### src/rtl/regfile_sb_if.sv
// Bus bundle for the regfile_sb register file.
// Handshake: there is no valid/ready pair. RegWEn and issue_en are
// single-cycle strobes sampled on the rising clock edge. The read path
// (rd_addr -> rd_data/rd_busy) is purely combinational and always
// valid. pend_cnt and any_pend are registered outputs.
//  master : decode/writeback side, drives strobes, addresses and data
//  slave  : register file, drives read data, busy flags and pending count
interface regfile_sb_if #(
  parameter int REG_WIDTH      = 32,
  parameter int REG_ADDR_WIDTH = 5,
  parameter int NUM_RD         = 2
);
  logic                             RegWEn;
  logic [REG_ADDR_WIDTH-1:0]        addrD;
  logic [REG_WIDTH-1:0]             dataD;
  logic                             issue_en;
  logic [REG_ADDR_WIDTH-1:0]        issue_addr;
  logic [NUM_RD*REG_ADDR_WIDTH-1:0] rd_addr;
  logic [NUM_RD*REG_WIDTH-1:0]      rd_data;
  logic [NUM_RD-1:0]                rd_busy;
  logic [REG_ADDR_WIDTH:0]          pend_cnt;
  logic                             any_pend;

  modport master (
    output RegWEn, addrD, dataD, issue_en, issue_addr, rd_addr,
    input  rd_data, rd_busy, pend_cnt, any_pend
  );

  modport slave (
    input  RegWEn, addrD, dataD, issue_en, issue_addr, rd_addr,
    output rd_data, rd_busy, pend_cnt, any_pend
  );
endinterface

### src/rtl/regfile_sb.sv
// N-read / 1-write register file with r0 hardwired to zero, optional
// same-cycle write-to-read bypass and a per-register pending scoreboard.
// Ports:
//  clk    : clock, all state updates on the rising edge
//  reset  : synchronous, active-high; clears registers, pending bits
//           and count, and forces read outputs to zero while asserted
//  bus    : regfile_sb_if slave (writeback, issue, read ports, count)
module regfile_sb #(
  parameter int REG_WIDTH      = 32,
  parameter int REG_DEPTH      = 32,
  parameter int REG_ADDR_WIDTH = 5,
  parameter int NUM_RD         = 2,
  parameter int BYPASS         = 1
) (
  input  logic         clk,
  input  logic         reset,
  regfile_sb_if.slave  bus
);
  localparam int W  = REG_WIDTH;
  localparam int AW = REG_ADDR_WIDTH;

  logic [W-1:0]         r_regs [REG_DEPTH];
  logic [REG_DEPTH-1:0] r_pend;
  logic [AW:0]          r_pend_cnt;

  logic                 w_wr;
  logic                 w_set;
  logic                 w_inc;
  logic                 w_dec;
  logic [REG_DEPTH-1:0] w_pend_nxt;
  logic [AW:0]          w_cnt_nxt;
  logic [NUM_RD*W-1:0]  w_rd_data;
  logic [NUM_RD-1:0]    w_rd_busy;

  // Address 0 is inert for both data and scoreboard.
  assign w_wr  = bus.RegWEn   && (bus.addrD      != '0);
  assign w_set = bus.issue_en && (bus.issue_addr != '0);

  // Clear first, set second: a new producer issued in the same cycle as
  // the old one's writeback keeps the register pending.
  always_comb begin
    w_pend_nxt = r_pend;
    if (w_wr)  w_pend_nxt[bus.addrD]      = 1'b0;
    if (w_set) w_pend_nxt[bus.issue_addr] = 1'b1;
  end

  // Count tracks only real bit transitions so it always equals popcount.
  assign w_inc = w_set && !r_pend[bus.issue_addr];
  assign w_dec = w_wr && r_pend[bus.addrD] &&
                 !(w_set && (bus.issue_addr == bus.addrD));
  assign w_cnt_nxt = r_pend_cnt + {{AW{1'b0}}, w_inc} - {{AW{1'b0}}, w_dec};

  always_ff @(posedge clk) begin
    if (reset) begin
      for (int i = 0; i < REG_DEPTH; i++) r_regs[i] <= '0;
      r_pend     <= '0;
      r_pend_cnt <= '0;
    end else begin
      if (w_wr) r_regs[bus.addrD] <= bus.dataD;
      r_pend     <= w_pend_nxt;
      r_pend_cnt <= w_cnt_nxt;
    end
  end

  for (genvar k = 0; k < NUM_RD; k++) begin : g_rd
    logic [AW-1:0] w_ra;
    logic          w_fwd;
    assign w_ra  = bus.rd_addr[k*AW +: AW];
    // Forwarded read sees the producer completing now, so it is not busy.
    assign w_fwd = (BYPASS != 0) && bus.RegWEn && (bus.addrD == w_ra);
    assign w_rd_data[k*W +: W] = (reset || (w_ra == '0)) ? '0 :
                                 w_fwd ? bus.dataD : r_regs[w_ra];
    assign w_rd_busy[k] = (reset || (w_ra == '0) || w_fwd) ? 1'b0 :
                          r_pend[w_ra];
  end

  assign bus.rd_data  = w_rd_data;
  assign bus.rd_busy  = w_rd_busy;
  assign bus.pend_cnt = r_pend_cnt;
  assign bus.any_pend = (r_pend_cnt != '0);
endmodule

### src/flat_wrapper.sv
// flat-port wrapper written by rule: the top's interface ports become plain ports
module regfile_sb_flat 
#(
  parameter int REG_WIDTH      = 32,
  parameter int REG_DEPTH      = 32,
  parameter int REG_ADDR_WIDTH = 5,
  parameter int NUM_RD         = 2,
  parameter int BYPASS         = 1
)
  (clk, reset, bus_RegWEn, bus_addrD, bus_dataD, bus_issue_en, bus_issue_addr, bus_rd_addr, bus_rd_data, bus_rd_busy, bus_pend_cnt, bus_any_pend);
  regfile_sb_if #(.REG_WIDTH(REG_WIDTH), .REG_ADDR_WIDTH(REG_ADDR_WIDTH), .NUM_RD(NUM_RD)) bus_i ();
  input  logic clk;
  input  logic reset;
  input wire logic [$bits(bus_i.RegWEn)-1:0] bus_RegWEn;
  input wire logic [$bits(bus_i.addrD)-1:0] bus_addrD;
  input wire logic [$bits(bus_i.dataD)-1:0] bus_dataD;
  input wire logic [$bits(bus_i.issue_en)-1:0] bus_issue_en;
  input wire logic [$bits(bus_i.issue_addr)-1:0] bus_issue_addr;
  input wire logic [$bits(bus_i.rd_addr)-1:0] bus_rd_addr;
  output wire logic [$bits(bus_i.rd_data)-1:0] bus_rd_data;
  output wire logic [$bits(bus_i.rd_busy)-1:0] bus_rd_busy;
  output wire logic [$bits(bus_i.pend_cnt)-1:0] bus_pend_cnt;
  output wire logic [$bits(bus_i.any_pend)-1:0] bus_any_pend;
  assign bus_i.RegWEn = bus_RegWEn;
  assign bus_i.addrD = bus_addrD;
  assign bus_i.dataD = bus_dataD;
  assign bus_i.issue_en = bus_issue_en;
  assign bus_i.issue_addr = bus_issue_addr;
  assign bus_i.rd_addr = bus_rd_addr;
  assign bus_rd_data = bus_i.rd_data;
  assign bus_rd_busy = bus_i.rd_busy;
  assign bus_pend_cnt = bus_i.pend_cnt;
  assign bus_any_pend = bus_i.any_pend;
  regfile_sb #(.REG_WIDTH(REG_WIDTH), .REG_DEPTH(REG_DEPTH), .REG_ADDR_WIDTH(REG_ADDR_WIDTH), .NUM_RD(NUM_RD), .BYPASS(BYPASS)) u_core (.clk(clk), .reset(reset), .bus(bus_i));
endmodule
### config.mk
export PLATFORM = sky130hd
export DESIGN_NAME = regfile_sb_flat
export DESIGN_NICKNAME = d
export VERILOG_FILES = /design/src/rtl/regfile_sb_if.sv /design/src/rtl/regfile_sb.sv /design/src/flat_wrapper.sv
export SDC_FILE = /design/constraint.sdc
export NUM_CORES = 2
export LEC_CHECK = 0
export BUFFER_PORTS_ARGS = -buffer_cell sky130_fd_sc_hd__buf_2
export CAP_MARGIN = 20
export CORE_MARGIN = 5
export CORE_UTILIZATION = 46
export DETAILED_ROUTE_END_ITERATION = 10
export HOLD_SLACK_MARGIN = 0.08
export PLACE_DENSITY = 0.62
export SLEW_MARGIN = 20
export SYNTH_ARGS = -nofsm -noshare
export SYNTH_HDL_FRONTEND = slang
export SYNTH_SLANG_ARGS = --single-unit
### constraint.sdc
create_clock -name clk -period 4.5 [get_ports clk]
set_clock_uncertainty 0.05 [all_clocks]
set_input_delay 0.675 -clock clk [delete_from_list [all_inputs] [get_ports clk]]
set_output_delay 0.675 -clock clk [all_outputs]
set_load 0.1 [all_outputs]
==> reports/qor.txt <==
metal2 WL = 94,100 µm
CORE AREA = 0.125 mm²
CTS tree = yes
Mean Syn Cell Area = 15.0 µm²
max_cap viols = 0
post-detailed-route count of antenna-violating nets = 0
crit path kind = input pin to output port
PwrDens = 390 mW/mm²
fin. max-slew vios = 0
Crit-path slowest cell = a221oi_1
setup total negative slack = 0 ps
Cell Area, Synth = 0.0577 mm²
Pre-antenna DRT Iters = 6
Synth area leaders = edfxtp_1 53%, mux4_2 22%, and2_1 11%
Net Sw Frac = 26.8%
Req. time, crit path = 3770 ps
sequential area share after synthesis = 54.6%
# rows = 130
Hold Path Class = input pin to flop
Starting Density = 46.1%
Synth Flop Type = edfxtp_1
critical-path cell list = buf_8 -> buf_12 -> mux4_2 -> mux2_2 -> a221oi_1 -> o41ai_2 -> buf_4 -> buf_12
vias in the first global route = 37,519
H-tree Lvls = 3
initial drt markers = 6,679
die area = 0.133 mm²
IO Port Bufs = 128
DR vias/cell = 6.77
Final Hold Viols = 0
async set-or-reset flop fraction in the synthesized netlist = 0%
cell family with most CP delay = compound AO/OA/AOI/OAI gates
WL/cell = 37.3 µm
# IOs = 129
first-pass GRT wire length = 294,000 µm
Final Power = 25.9 mW
Total Routing Usage GR = 31.8%
DR DRC count = 0
clock latency on the worst-skew pair = 710 ps
Psw = 6.94 mW
status = complete, no violations
CP dominant cell by count = buf_12
quantity of hold-fixing buffers added after cts = 0
Clk pin slew, worst setup/hold paths = 60 ps
Leak = 22.8 nW
CTS Buf Count = 116
flop2flop setup slack = 1440 ps
CTS root buffer = clkbuf_16
Max VDD drop = 0.330 mV
Yosys cell types = 58
max layer used = met5
post-synth top area cell = edfxtp_1
part of the power in combinational logic = 15.6%
CTS Buffer Depth = 3
grt ovf = 0
area grow syn2layout = 14.8%
largest net degree at the start of global routing = 77
post-cts sizing count = 0
Post-Syn Instances = 3,842
Die Ht = 364 µm
nets = 3,983
Ys Warns = 0
peak fanout along the critical path = 26
CP Capture Type = output port
Critical Path Start Type = input pin
flops & latches, synth = 1,062
Final min period = 4320 ps
# Post-CTS Setup Buffers = 0
number of synthesized flops with an enable pin = 1,024
Vias = 38,510
met1 wire length = 79,500 µm
critical path's largest stage delay = 890 ps
Clock Power Share = 39.2%
die width = 364 µm
clk sinks = 1,062
final worst path period share = 96.0%
count leader, synth = edfxtp_1
Max Fclk = 0.231 GHz
routability cong. = 0.901
RSZ-0062 raised after global routing = no
layout cells sized above 1 = 29.9%
share of power burned in registers = 45.2%
initial antenna violation count = 30
Post-synth top cells = 1,024 x edfxtp_1, 996 x and2_1, 554 x mux4_2
metal3 WL = 28,800 µm
internal power = 18.9 mW
crit path buf inv count = 4
Synth top area share = 53.3%
Setup Viol. Count Final = 0
post-DP HPWL = 129,000 µm
Critical Path AT = 3600 ps
WL final = 212,000 µm
relative slew slack = 15.6%
Worst Max-Slew Pin Slew = 1270 ps
==> cell families after synthesis <==
| kind of cell | synth area share [%] |
|---|---|
| muxes | 23.9 |
| other | 0.00650 |
| adders and majority gates | 0.208 |
| and+or+nand+nor | 13.3 |
| buffers and inverters | 3.54 |
| AOI/OAI and AO/OA | 4.16 |
| DFF | 54.6 |
| xor gates and xnor gates | 0.273 |
==> layout make-up <==
cell class	instances	area, µm²
Multi-Input combinational cell	2368	24900
Fill cell	10035	58800
Antenna cell	22	55.1
Timing Repair Buffer	335	3580
Clock inverter	81	993
Inverter	35	131
Tap cell	1650	2060
Sequential cell	1062	31500
Clock buffer	137	3000
==> power by group through the flow <==
stage / registers, mW / logic [mW] / clock network [mW]
global placement: 11.8 / 3.97 / 0
detailed placement: 11.9 / 3.98 / 0
finish: 11.7 / 4.04 / 10.1
CTS: 11.7 / 3.99 / 10.2
floorplan: 11.9 / 2.49 / 0
global route: 11.7 / 4.15 / 10.6
==> final timing paths <==
kind,startpoint,endpoint,depth (start not counted)
setup reg to reg,u_core.r_pend[27],u_core.bus.pend_cnt[5],12
hold reg to reg,u_core.r_pend[9],u_core.r_pend[9],2
setup / recovery,bus_rd_addr[0],bus_rd_data[11],8
hold / removal,reset,u_core.r_regs[0][26],1
==> cell usage in the layout, fill, tap and decap left out, drive strengths merged, types with 4 or more instances in the layout <==
cell | netlist | layout
edfxtp | 1024 | 1024
and2 | 996 | 996
mux4 | 554 | 554
buf | 157 | 335
clkbuf | 251 | 137
nand2 | 110 | 110
mux2i | 93 | 93
o22ai | 88 | 88
nor2 | 67 | 67
clkinv | 0 | 51
a211oi | 44 | 44
nor2b | 44 | 44
o21ai | 42 | 42
dfxtp | 38 | 38
inv | 35 | 37
conb | 1 | 32
mux2 | 32 | 32
o41ai | 31 | 31
a221oi | 28 | 28
a22o | 25 | 25
a22oi | 24 | 24
a21oi | 24 | 24
nor3 | 23 | 23
diode | 0 | 22
bufinv | 0 | 22
nand3 | 13 | 13
nand2b | 13 | 13
xnor2 | 9 | 9
xor2 | 9 | 9
or3 | 8 | 8
ha | 8 | 8
clkinvlp | 0 | 6
or2 | 6 | 6
nor4 | 5 | 5
a21o | 5 | 5
a32o | 5 | 5
nand4 | 4 | 4
and3 | 4 | 4
==> flip-flops by register name, indices dropped and copies added, names as in the netlist <==
signal and count:
u_core.r_regs 1024, u_core.r_pend 32, u_core.bus.pend_cnt 6
==> metrics by stage <==
stage	hold slack [ps]	cells	util [%]	worst slack (ps)	area, µm²
floorplan	422	3873	-	154	57900
global placement	448	5449	49.7	201	62200
detailed placement	455	5450	49.7	193	62200
CTS	356	5668	52.9	191	66200
global route	362	5671	52.9	23.7	66200
finish	386	5690	53.0	179	66200
==> routing by layer <==
metal  up-vias  track usage [%]
met5         -            0.399
met3       533             9.40
met1     20006             44.2
met2      2982             47.5
met4         8             12.3
li1      14981                -
Note: power is estimated with default switching activity, not from simulation.
